[config.mk]
export PLATFORM = sky130hd
export DESIGN_NAME = mc_control_flat
export DESIGN_NICKNAME = d
export VERILOG_FILES = /design/src/rtl/mc_pkg.sv /design/src/rtl/mc_control_if.sv /design/src/rtl/mc_decode.sv /design/src/rtl/mc_control.sv /design/src/flat_wrapper.sv
export SDC_FILE = /design/constraint.sdc
export NUM_CORES = 1
export LEC_CHECK = 0
export CORE_MARGIN = 2
export CORE_UTILIZATION = 37
export DETAILED_ROUTE_END_ITERATION = 10
export GPL_TIMING_DRIVEN = 0
export PLACE_DENSITY_LB_ADDON = 0.2
export SLEW_MARGIN = 10
export SYNTH_ARGS = -nofsm -noshare
export SYNTH_HDL_FRONTEND = slang
export SYNTH_SLANG_ARGS = --single-unit
[constraint.sdc]
create_clock -name clk -period 1.55 [get_ports clk]
set_clock_uncertainty 0.1 [all_clocks]
set_input_delay 0.155 -clock clk [delete_from_list [all_inputs] [get_ports clk]]
set_output_delay 0.155 -clock clk [all_outputs]
set_load 0.02 [all_outputs]
[src/rtl/mc_pkg.sv]
// Shared definitions for the multi-cycle control unit: state codes, opcodes,
// datapath select encodings and the one-hot instruction class record.
package mc_pkg;

   typedef enum logic [2:0] {
      S_IF  = 3'd0,
      S_ID  = 3'd1,
      S_EXE = 3'd2,
      S_MEM = 3'd3,
      S_WB  = 3'd4
   } state_t;

   localparam logic [5:0] OP_R   = 6'h00;
   localparam logic [5:0] OP_ORI = 6'h0D;
   localparam logic [5:0] OP_LUI = 6'h0F;
   localparam logic [5:0] OP_LW  = 6'h23;
   localparam logic [5:0] OP_SW  = 6'h2B;
   localparam logic [5:0] OP_BEQ = 6'h04;
   localparam logic [5:0] OP_J   = 6'h02;

   localparam logic [1:0] PC_SRC_PLUS4  = 2'd0;
   localparam logic [1:0] PC_SRC_BRANCH = 2'd1;
   localparam logic [1:0] PC_SRC_JUMP   = 2'd2;

   localparam logic [1:0] ALUB_REG  = 2'd0;
   localparam logic [1:0] ALUB_FOUR = 2'd1;
   localparam logic [1:0] ALUB_IMM  = 2'd2;

   localparam logic [1:0] ALU_ADD   = 2'd0;
   localparam logic [1:0] ALU_SUB   = 2'd1;
   localparam logic [1:0] ALU_FUNCT = 2'd2;
   localparam logic [1:0] ALU_OR    = 2'd3;

   typedef struct packed {
      logic r;
      logic ori;
      logic lui;
      logic lw;
      logic sw;
      logic beq;
      logic j;
      logic nop;
   } instr_class_t;

endpackage

[src/rtl/mc_control_if.sv]
// Bundle of opcode/flag inputs and datapath control outputs of the control unit.
// master = control unit side, slave = datapath side.
interface mc_control_if;

   logic [5:0] op;
   logic       zero;
   logic       mem_ready;

   logic       pc_write;
   logic       ir_write;
   logic       dr_write;
   logic       aluout_write;
   logic       reg_write;
   logic       mem_write;
   logic [1:0] pc_src;
   logic [1:0] alu_src_b;
   logic [1:0] alu_op;
   logic       reg_dst;
   logic       mem_to_reg;
   logic [2:0] state;
   logic       instr_done;

   modport master (
      input  op, zero, mem_ready,
      output pc_write, ir_write, dr_write, aluout_write, reg_write, mem_write,
             pc_src, alu_src_b, alu_op, reg_dst, mem_to_reg, state, instr_done
   );

   modport slave (
      output op, zero, mem_ready,
      input  pc_write, ir_write, dr_write, aluout_write, reg_write, mem_write,
             pc_src, alu_src_b, alu_op, reg_dst, mem_to_reg, state, instr_done
   );

endinterface

[src/rtl/mc_decode.sv]
// Opcode decoder: maps IR[31:26] to a one-hot instruction class.
// Anything not recognised is classed as nop.
module mc_decode
   import mc_pkg::*;
(
   input  logic [5:0]   i_op,
   output instr_class_t o_class
);

   always_comb begin
      o_class = '0;
      case (i_op)
         OP_R:    o_class.r   = 1'b1;
         OP_ORI:  o_class.ori = 1'b1;
         OP_LUI:  o_class.lui = 1'b1;
         OP_LW:   o_class.lw  = 1'b1;
         OP_SW:   o_class.sw  = 1'b1;
         OP_BEQ:  o_class.beq = 1'b1;
         OP_J:    o_class.j   = 1'b1;
         default: o_class.nop = 1'b1;
      endcase
   end

endmodule

[src/rtl/mc_control.sv]
// Multi-cycle processor control FSM (IF/ID/EXE/MEM/WB) with combinational
// datapath controls. Define MC_CONTROL_MEMWAIT_EN to stall IF/MEM on mem_ready.
module mc_control
   import mc_pkg::*;
(
   input  logic          clk,
   input  logic          rst,
   mc_control_if.master  bus
);

   state_t       r_state;
   state_t       w_nextState;
   instr_class_t w_class;
   logic         w_memReady;

   logic       w_pcWrite, w_irWrite, w_drWrite, w_aluoutWrite, w_regWrite, w_memWrite;
   logic [1:0] w_pcSrc, w_aluSrcB, w_aluOp;
   logic       w_regDst, w_memToReg, w_instrDone;

   mc_decode u_decode (
      .i_op    (bus.op),
      .o_class (w_class)
   );

`ifdef MC_CONTROL_MEMWAIT_EN
   assign w_memReady = bus.mem_ready;
`else
   assign w_memReady = 1'b1;
`endif

   always_ff @(posedge clk) begin
      if (rst) r_state <= S_IF;
      else     r_state <= w_nextState;
   end

   always_comb begin
      w_nextState   = r_state;
      w_pcWrite     = 1'b0;
      w_irWrite     = 1'b0;
      w_drWrite     = 1'b0;
      w_aluoutWrite = 1'b0;
      w_regWrite    = 1'b0;
      w_memWrite    = 1'b0;
      w_pcSrc       = PC_SRC_PLUS4;
      w_aluSrcB     = ALUB_REG;
      w_aluOp       = ALU_ADD;
      w_regDst      = 1'b0;
      w_memToReg    = 1'b0;
      w_instrDone   = 1'b0;

      case (r_state)
         S_IF: begin
            w_aluSrcB = ALUB_FOUR;
            if (w_memReady) begin
               w_irWrite   = 1'b1;
               w_pcWrite   = 1'b1;
               w_nextState = S_ID;
            end
         end
         S_ID: begin
            if (w_class.j) begin
               w_pcWrite   = 1'b1;
               w_pcSrc     = PC_SRC_JUMP;
               w_instrDone = 1'b1;
               w_nextState = S_IF;
            end else if (w_class.nop) begin
               w_instrDone = 1'b1;
               w_nextState = S_IF;
            end else begin
               w_nextState = S_EXE;
            end
         end
         S_EXE: begin
            if (w_class.beq) begin
               w_aluOp     = ALU_SUB;
               w_pcWrite   = bus.zero;
               w_pcSrc     = PC_SRC_BRANCH;
               w_instrDone = 1'b1;
               w_nextState = S_IF;
            end else if (w_class.lw || w_class.sw) begin
               w_aluoutWrite = 1'b1;
               w_aluSrcB     = ALUB_IMM;
               w_nextState   = S_MEM;
            end else if (w_class.r) begin
               w_aluoutWrite = 1'b1;
               w_aluOp       = ALU_FUNCT;
               w_nextState   = S_WB;
            end else if (w_class.ori || w_class.lui) begin
               w_aluoutWrite = 1'b1;
               w_aluSrcB     = ALUB_IMM;
               w_aluOp       = ALU_OR;
               w_nextState   = S_WB;
            end else begin
               w_nextState = S_IF;
            end
         end
         S_MEM: begin
            // sw keeps mem_write up for the whole wait so the memory sees a stable request
            if (w_class.sw) begin
               w_memWrite = 1'b1;
               if (w_memReady) begin
                  w_instrDone = 1'b1;
                  w_nextState = S_IF;
               end
            end else if (w_class.lw) begin
               if (w_memReady) begin
                  w_drWrite   = 1'b1;
                  w_nextState = S_WB;
               end
            end else begin
               w_nextState = S_IF;
            end
         end
         S_WB: begin
            w_regWrite  = 1'b1;
            w_regDst    = w_class.r;
            w_memToReg  = w_class.lw;
            w_instrDone = 1'b1;
            w_nextState = S_IF;
         end
         default: w_nextState = S_IF;
      endcase

      // Reset abandons the current instruction without any partial write
      if (rst) begin
         w_pcWrite     = 1'b0;
         w_irWrite     = 1'b0;
         w_drWrite     = 1'b0;
         w_aluoutWrite = 1'b0;
         w_regWrite    = 1'b0;
         w_memWrite    = 1'b0;
         w_instrDone   = 1'b0;
      end
   end

   assign bus.pc_write     = w_pcWrite;
   assign bus.ir_write     = w_irWrite;
   assign bus.dr_write     = w_drWrite;
   assign bus.aluout_write = w_aluoutWrite;
   assign bus.reg_write    = w_regWrite;
   assign bus.mem_write    = w_memWrite;
   assign bus.pc_src       = w_pcSrc;
   assign bus.alu_src_b    = w_aluSrcB;
   assign bus.alu_op       = w_aluOp;
   assign bus.reg_dst      = w_regDst;
   assign bus.mem_to_reg   = w_memToReg;
   assign bus.state        = r_state;
   assign bus.instr_done   = w_instrDone;

endmodule

[src/flat_wrapper.sv]
// flat-port wrapper written by rule: the top's interface ports become plain ports
module mc_control_flat import mc_pkg::*;
  (clk, rst, bus_op, bus_zero, bus_mem_ready, bus_pc_write, bus_ir_write, bus_dr_write, bus_aluout_write, bus_reg_write, bus_mem_write, bus_pc_src, bus_alu_src_b, bus_alu_op, bus_reg_dst, bus_mem_to_reg, bus_state, bus_instr_done);
  mc_control_if bus_i ();
  input  logic clk;
  input  logic rst;
  input wire logic [$bits(bus_i.op)-1:0] bus_op;
  input wire logic [$bits(bus_i.zero)-1:0] bus_zero;
  input wire logic [$bits(bus_i.mem_ready)-1:0] bus_mem_ready;
  output wire logic [$bits(bus_i.pc_write)-1:0] bus_pc_write;
  output wire logic [$bits(bus_i.ir_write)-1:0] bus_ir_write;
  output wire logic [$bits(bus_i.dr_write)-1:0] bus_dr_write;
  output wire logic [$bits(bus_i.aluout_write)-1:0] bus_aluout_write;
  output wire logic [$bits(bus_i.reg_write)-1:0] bus_reg_write;
  output wire logic [$bits(bus_i.mem_write)-1:0] bus_mem_write;
  output wire logic [$bits(bus_i.pc_src)-1:0] bus_pc_src;
  output wire logic [$bits(bus_i.alu_src_b)-1:0] bus_alu_src_b;
  output wire logic [$bits(bus_i.alu_op)-1:0] bus_alu_op;
  output wire logic [$bits(bus_i.reg_dst)-1:0] bus_reg_dst;
  output wire logic [$bits(bus_i.mem_to_reg)-1:0] bus_mem_to_reg;
  output wire logic [$bits(bus_i.state)-1:0] bus_state;
  output wire logic [$bits(bus_i.instr_done)-1:0] bus_instr_done;
  assign bus_i.op = bus_op;
  assign bus_i.zero = bus_zero;
  assign bus_i.mem_ready = bus_mem_ready;
  assign bus_pc_write = bus_i.pc_write;
  assign bus_ir_write = bus_i.ir_write;
  assign bus_dr_write = bus_i.dr_write;
  assign bus_aluout_write = bus_i.aluout_write;
  assign bus_reg_write = bus_i.reg_write;
  assign bus_mem_write = bus_i.mem_write;
  assign bus_pc_src = bus_i.pc_src;
  assign bus_alu_src_b = bus_i.alu_src_b;
  assign bus_alu_op = bus_i.alu_op;
  assign bus_reg_dst = bus_i.reg_dst;
  assign bus_mem_to_reg = bus_i.mem_to_reg;
  assign bus_state = bus_i.state;
  assign bus_instr_done = bus_i.instr_done;
  mc_control u_core (.clk(clk), .rst(rst), .bus(bus_i));
endmodule
; Yosys cells after proc, flatten, opt, wreduce, memory -nomap -nowiden
; Index checks and enable logic that the tools add are counted.
[totals]
ff_bits = 3
inputBits = 10
[classes]
n_reduce_logical = 5
mux = 57
n_eq_ne = 10
[ops]
columns = op, count
row1 = two-way mux 1 bit, 34
row2 = two-way mux 2 bit, 11
row3 = two-way mux 3 bit, 7
row4 = == test 6 x 4 -> 1 bit (second input constant), 2
row5 = == test 6 bit (second input constant), 2
row6 = case mux 3 bit (4 select lines), 1
row7 = case mux 2 bit (2 select lines), 2
row8 = OR reduction 7 bit, 1
row9 = == test 3 x 2 -> 1 bit (second input constant), 2
row10 = == test 6 x 2 -> 1 bit (second input constant), 1
row11 = == test 6 x 3 -> 1 bit (second input constant), 1
row12 = zero test 6 bit, 1
row13 = case mux 1 bit (4 select lines), 1
row14 = == test 3 x 1 -> 1 bit (second input constant), 1
row15 = == test 3 bit (second input constant), 1
row16 = zero test 3 bit, 1
row17 = case mux 1 bit (3 select lines), 1
row18 = logical OR 1 bit, 2

; Longest topological paths before layout
; Gate-level depths: netlist of the first run.
[logic_depth]
ltp_word = 9
mapped_depth = 6
ltp_nobuf = 5

; Modules after synthesis
; A second synthesis of the first run with hierarchy kept.
[unflattened]
hier_cells = 67
hier_area_um2 = 483.0
[by_module_without_submodules]
columns = module, seq_area_each_um2, area_per_inst_um2, n_inst, cells_each
row1 = mc_control, 60.1, 350.3, 1, 51
row2 = mc_decode, 0.0, 132.6, 1, 16

; Worst setup path before layout of the first run
; Ideal clock, no wire load.
[synth_path]
path_type = reg2out
from = register u_core.r_state[2], in the netlist u_core.bus.state[2]
to = output bus_reg_dst
path_slack_ns = -0.193
arrival_time_ns = 1.488
stages_incl_launch_ff = 4
path_cell_list = dfxtp_1 -> buf_6 -> nand2_1 -> nor4b_1
[synth_between]
elab_chain_len = 2
[synth_lines]
columns = item, line
row1 = "start, declared", mc_control.sv:11  ; state_t r_state;
row2 = "start signal, assigned", mc_control.sv:33  ; else r_state <= w_nextState;
row3 = == test 3 bit, mc_control.sv:51  ; case (r_state)
row4 = two-way mux 1 bit, mc_control.sv:51
row5 = "end, declared", flat_wrapper.sv:19  ; output wire logic [$bits(bus_i.reg_dst)-1:0] bus_reg_dst;
; No other way between the ends.

; Final worst setup path of the first run
[layout_path]
from = register u_core.r_state[2], in the netlist u_core.bus.state[2]
to = output bus_pc_write
[layout_between]
elab_chain_len = 3
elab_cells_between_ends = 5
[layout_lines]
columns = item, line
row1 = == test 3 x 2 -> 1 bit (tied with other cells), mc_control.sv:51
row2 = case mux 1 bit (3 select lines) (*), mc_control.sv:51
row3 = two-way mux 1 bit (*), mc_control.sv:125  ; if (rst) begin
row4 = "end, declared", flat_wrapper.sv:10  ; output wire logic [$bits(bus_i.pc_write)-1:0] bus_pc_write;
; Every way passes the cells marked *; elsewhere a longest branch is shown, timed or not.

==> impl_results.md, run 1 <==
* Die width at 41.2 um
* PwrDens at 374 nW/um2
* Leakage Power at 0.430 nW
* Clk pwr share at 35.1%
* Final Hold Viols at 0
* Fmax at 546 MHz
* Worst-skew pair later-pin latency at 230 ps
* Setup TNS at -1620 ps
* Core Area at 1300 um2
* Worst VDD drop at 0.000170 V
* Sw Pwr at 137 uW
* Commonest non-fill, non-tap cell in the layout: buf_4
* Antenna Cells at 0
* Initial core utilization at 39.4%
* Post-route antenna net violation count at 0
* Worst-path clk slew at 40 ps
* Pwr Total at 389 uW
* Max reg flops at 3
* Comb power frac at 44.2%
* CTS sink count at 3
* Final min period at 1830 ps
* CTS tree: done
* Rows at 13
* Int Pwr at 252 uW
* Routed vias/inst at 5.55
* Die height at 41.2 um
* Die area at 1700 um2
* Routability-driven placement congestion ratio at 0.796
* Failing checks: setup timing
* Syn Area/Cell at 8.02 um2
* Drt first pass iters at 4
* Total track usage at 20.8%
* Total grt overflow at 0
* R2R depth at 7
* Worst setup margin at -281 ps
* Nature of the critical path endpoint: output pin
* Avg WL per Cell at 14.9 um
* Via count at 683
* Sequential cell area fraction in the yosys report at 11.7%
* # IOs at 28
* WP data required at 1290 ps
* RSZ-0062 raised after global routing: true
* Yosys reg bits at 3
* Area grow syn2layout at 103%
* Buffers on Ports at 24
* Detailed placement HPWL at 1.09 mm
* Hold Crit Depth at 3
* Setup CP Type: flop to output pin
* Final Max Slew Viols at 0
* DRT Wirelength at 1.83 mm
* Tightest Pin Transition at 320 ps
* Initial drt markers at 7
* Setup crit start kind: flop
* Cts hold-fix bufs at 0
* Switching share of power at 35.2%
* Vias in the first global route at 553
* Most frequent cells in the layout: buf_4, buf_6, buf_2
* Max Fanout on Critical Path at 4
* Post-route cell area at 1040 um2
* # DRC at 0
* Clock buffer depth at 2
* Fill cells at 91
* Placed Area at 801 um2
* Type of the worst min-delay path: input pin to flop
* CTS Buf Count at 3
* Final nets at 119
* Syn_nets at 74
* Initial antenna violation count at 0
* Mapped Cells at 64
* Period utilisation layout at 118%
* Synth Cell Area at 513 um2
* Largest net degree at the start of global routing at 11
* Post-synth cell types at 32
* Max cap viols at 0
* Worst EP arrival at 1580 ps
* Status: complete, but fails checks
* Rel. slew slack at 78.5%
* Seq pwr share at 20.7%
* H-tree depth at 1
* First-pass GRT wire length at 2.34 mm
* Share of cells above drive strength 1 at 69.4%
* Yosys warns at 0
* Final setup fails at 12
* Clk Tree Root Cell: clkbuf_4
-- logic make-up after synthesis --
family,Yosys count,share of synthesized area [%]
and+or+nand+nor,37,56.3
DFF,3,11.7
AOI/OAI and AO/OA,15,22.2
buffers and inverters,9,9.76
-- power by group through the flow --
stage               clock (mW)  combinational (mW)  sequential, mW
floorplan                    0              0.0733          0.0859
global placement             0               0.131          0.0835
detailed placement           0               0.132          0.0839
CTS                      0.141               0.148          0.0809
global route             0.150               0.184          0.0811
finish                   0.137               0.172          0.0806
-- worst max-delay path: stages (launching register included) --
cell and delay [ps]:
dfxtp_4 350, buf_6 130, nor4b_4 310, nand3_2 130, inv_2 80, nand3b_1 90
o41ai_2 60, buf_4 190
-- per-stage QoR --
step | worst slack (ps) | utilization [%] | hold WS (ps) | cells
2_1_floorplan | -48.8 | - | 234 | 64
3_3_place_gp | -934 | 61.5 | 485 | 103
3_5_place_dp | -938 | 61.5 | 481 | 103
4_1_cts | -268 | 70.6 | 238 | 116
5_1_grt | -375 | 79.9 | 267 | 123
6_report | -281 | 79.9 | 246 | 123
-- metal layers --
layer / part of all wire, % / global-route usage, %
met5: 0 / 0
met4: 2.4 / 7.26
met3: 3.5 / 1.63
met2: 52 / 37.9
met1: 42 / 25.1
-- final cells by class --
type / count / area, um2 / share of cell area, %
clock buffer: 4 / 26.3 / 2.53
timing repair buffer: 40 / 329 / 31.6
inverter: 3 / 13.8 / 1.32
tap: 15 / 18.8 / 1.81
buffer: 6 / 51.3 / 4.93
sequential: 3 / 68.8 / 6.62
multi-input combinational: 52 / 532 / 51.1
-- cell usage after synthesis (all sizes together) --
cell type | instances | area share [%]
a2111oi | 1 | 2.9
a21oi | 5 | 4.9
and2 | 1 | 1.2
and3 | 1 | 1.5
buf | 6 | 7.6
dfxtp | 3 | 12
inv | 3 | 2.2
nand2 | 4 | 2.9
nand2b | 2 | 2.4
nand3 | 1 | 0.97
nand3b | 2 | 2.9
nand4 | 1 | 4.1
nand4b | 2 | 3.4
nor2 | 3 | 2.7
nor2b | 1 | 1.2
nor3 | 8 | 8.8
nor4 | 4 | 7.8
nor4b | 5 | 13
o21a | 2 | 2.9
o21ai | 4 | 4.6
o21bai | 1 | 2.2
o31ai | 1 | 1.5
o41ai | 1 | 3.2
or2b | 2 | 2.9
-- timing repair --
item,in CTS,in global routing
pin swaps,13,7
gates cloned,1,0
endpoints found under the setup margin,17,16
gates resized for setup,105,30
buffers inserted,8,7
-- path summary, 6_finish.rpt --
path / slack (ps) / end / from
max reg2reg: 90 / u_core.bus.state[2] / u_core.bus.state[2]
min: 250 / u_core.bus.state[1] / bus_op[0]
max: -280 / bus_pc_write / u_core.bus.state[2]
min reg2reg: 550 / u_core.bus.state[0] / u_core.bus.state[2]
Power figures use the tool's default switching activity.
==> run 2, diff against run 1 <==
- CORE_UTILIZATION: 37 -> 39
- CTS_BUF_LIST: default -> sky130_fd_sc_hd__clkbuf_8
==> impl_results.md, run 2 (synthesis results as in run 1) <==
* Reg2reg end: u_core.bus.state[2]
* Worst setup path start: u_core.bus.state[2]
* Final nets at 121 (+1.7%)
* Hold Crit Depth at 3 (unchanged)
* Final std cells w/o fill at 125 (+1.6%)
* Antenna Cells at 0 (unchanged)
* Fmax at 554 MHz (+1.4%)
* CTS Buf Count at 3 (unchanged)
* Clock buffer depth at 2 (unchanged)
* Most frequent cells in the layout: buf_4, buf_6, nor3_1, a21oi_1
* Post-route antenna net violation count at 0 (unchanged)
* CTS tree: done
* Rel. slew slack at 80.3% (+1.8 points)
* Rows at 13 (unchanged)
* Max cap viols at 0 (unchanged)
* Worst-path clk slew at 30 ps (about the same)
* Detailed placement HPWL at 1.06 mm (-3.1%)
* Die height at 40.3 um (-2.4%)
* Final setup fails at 11 (-1)
* Placed Instances at 103 (unchanged)
* Area of the multi-input gates at 499 um2 (-6.1%)
* Vias in the first global route at 617 (+12%)
* WP data required at 1290 ps (about the same)
* Share of cells above drive strength 1 at 64.5% (-4.9 points)
* Failing checks: setup timing
* WL met3 at 109 um (+70%)
* # IOs at 28 (unchanged)
* Worst EP arrival at 1550 ps (-30 ps)
* Uppermost routed layer: met4
* Core Area at 1270 um2 (-2.5%)
* CTS sink count at 3 (unchanged)
* Worst setup margin at -255 ps (+25.4 ps)
* # DRC at 0 (unchanged)
* Tightest Pin Transition at 294 ps (-26.4 ps)
* Type of the worst min-delay path: input pin to flop
* Clk Tree Root Cell: clkbuf_8
* Total track usage at 27.4% (+6.6 points)
* Final Max Slew Viols at 0 (unchanged)
* Routability-driven placement congestion ratio at 0.791 (-0.69%)
* Fill cells at 72 (-21%)
* Nature of the critical path endpoint: output pin
* Pre-CTS WS at -955 ps (-17.3 ps)
* Initial antenna violation count at 0 (unchanged)
* Routed vias/inst at 5.78 (+4.0%)
* Metal-1 WL at 946 um (+22%)
* Period utilisation layout at 116% (-1.6 points)
* Max Fanout on Critical Path at 8 (+4)
* RSZ-0062 raised after global routing: true
* Die width at 40.3 um (-2.4%)
* Slowest cell delay on critical path at 360 ps (about the same)
* Avg WL per Cell at 18.1 um (+22%)
* Slowest CP cell: dfxtp_4
* Drt first pass iters at 4 (unchanged)
* Via count at 722 (+5.7%)
* Setup crit start kind: flop
* Max reg flops at 3 (unchanged)
* First-pass GRT wire length at 2.84 mm (+21%)
* Detailed route wirelength on metal2 at 1.16 mm (+22%)
* Worst R2R Start: u_core.bus.state[2]
* Area grow syn2layout at 106%
* Status: complete, but fails checks
* Leakage Power at 0.455 nW (+5.7%)
* Largest net degree at the start of global routing at 11 (unchanged)
* PwrDens at 454 nW/um2 (+21%)
* Total grt overflow at 0 (unchanged)
* Final min period at 1810 ps (-25.4 ps)
* Critical Path Sink: bus_pc_write
* Final Hold Viols at 0 (unchanged)
* DRT Wirelength at 2.26 mm (+24%)
* Die area at 1620 um2 (-4.6%)
* Sequential cell area at 68.8 um2 (unchanged)
* R2r setup slk at -40 ps (-130 ps)
* Worst VDD drop at 0.000331 V (+95%)
* Setup CP Type: flop to output pin
* CP Cell Sequence: buf_8 > nor4b_4 > nand3_2 > inv_2 > nand3b_1 > o41ai_2 > buf_4
* H-tree depth at 1 (unchanged)
* Worst-skew pair later-pin latency at 220 ps (about the same)
* R2R depth at 8 (+1)
* Commonest non-fill, non-tap cell in the layout: buf_4
* Initial drt markers at 6 (-1)
* Initial core utilization at 40.4% (+1.0 points)
* Buffers on Ports at 24 (unchanged)
[run 2: per-layer routing]
layer / vias to the layer above / track usage, %
met5: - / 0
met4: 0 / 18.3
met3: 7 / 7.78
met2: 28 / 45.2
met1: 348 / 30.4
li1: 339 / -
[run 2: how the worst min path moves through the flow]
stage / start / to
global route: bus_op[0] / u_core.bus.state[0]
detailed placement: bus_op[0] / u_core.bus.state[1]
CTS: bus_op[0] / u_core.bus.state[0]
global placement: bus_op[0] / u_core.bus.state[1]
floorplan: bus_op[4] / u_core.bus.state[1]
finish: bus_op[0] / u_core.bus.state[0]
[run 2: report_power, final]
| part | switching (mW) | internal [mW] |
|---|---|---|
| combinational | 0.0951 | 0.0754 |
| sequential | 0.00289 | 0.0774 |
| clock | 0.0597 | 0.169 |
[run 2: final cells by class]
type / instances / share of cell area, %
repair buffers: 42 / 33.6
plain buffers: 6 / 5.45
clock inverters: 1 / 0.355
inverters: 3 / 1.07
clock buffers: 3 / 3.91
well taps: 15 / 1.78
flip-flops and latches: 3 / 6.52
multi-input cells: 52 / 47.3
[run 2: repair_timing]
action,in CTS,in global routing
setup buffers,12,6
hold buffers,0,0
gates resized for setup,91,34
pin swaps,7,6
endpoints found under the setup margin,15,16
hold endpoints to repair,0,0
[run 2: through the flow]
| stage | hold slack (ps) | util, % | total power, mW | setup TNS (ps) | cell area, um2 |
|---|---|---|---|---|---|
| 2_1_floorplan | 234 | - | 0.159 | -108 | 542 |
| 5_1_grt | 277 | 83.2 | 0.499 | -2130 | 1060 |
| 4_1_cts | 263 | 74.7 | 0.457 | -1030 | 947 |
| 3_3_place_gp | 479 | 63.1 | 0.214 | -9950 | 801 |
| 3_5_place_dp | 495 | 63.1 | 0.216 | -10250 | 801 |
| 6_report | 268 | 83.2 | 0.480 | -1600 | 1060 |
[run 2: worst max-delay path: cells and delay by family (launching register included)]
family	cells	cell delay, ps
AOI/OAI and AO/OA	1	60
and+or+nand+nor	3	480
DFF	1	360
buffers and inverters	3	420
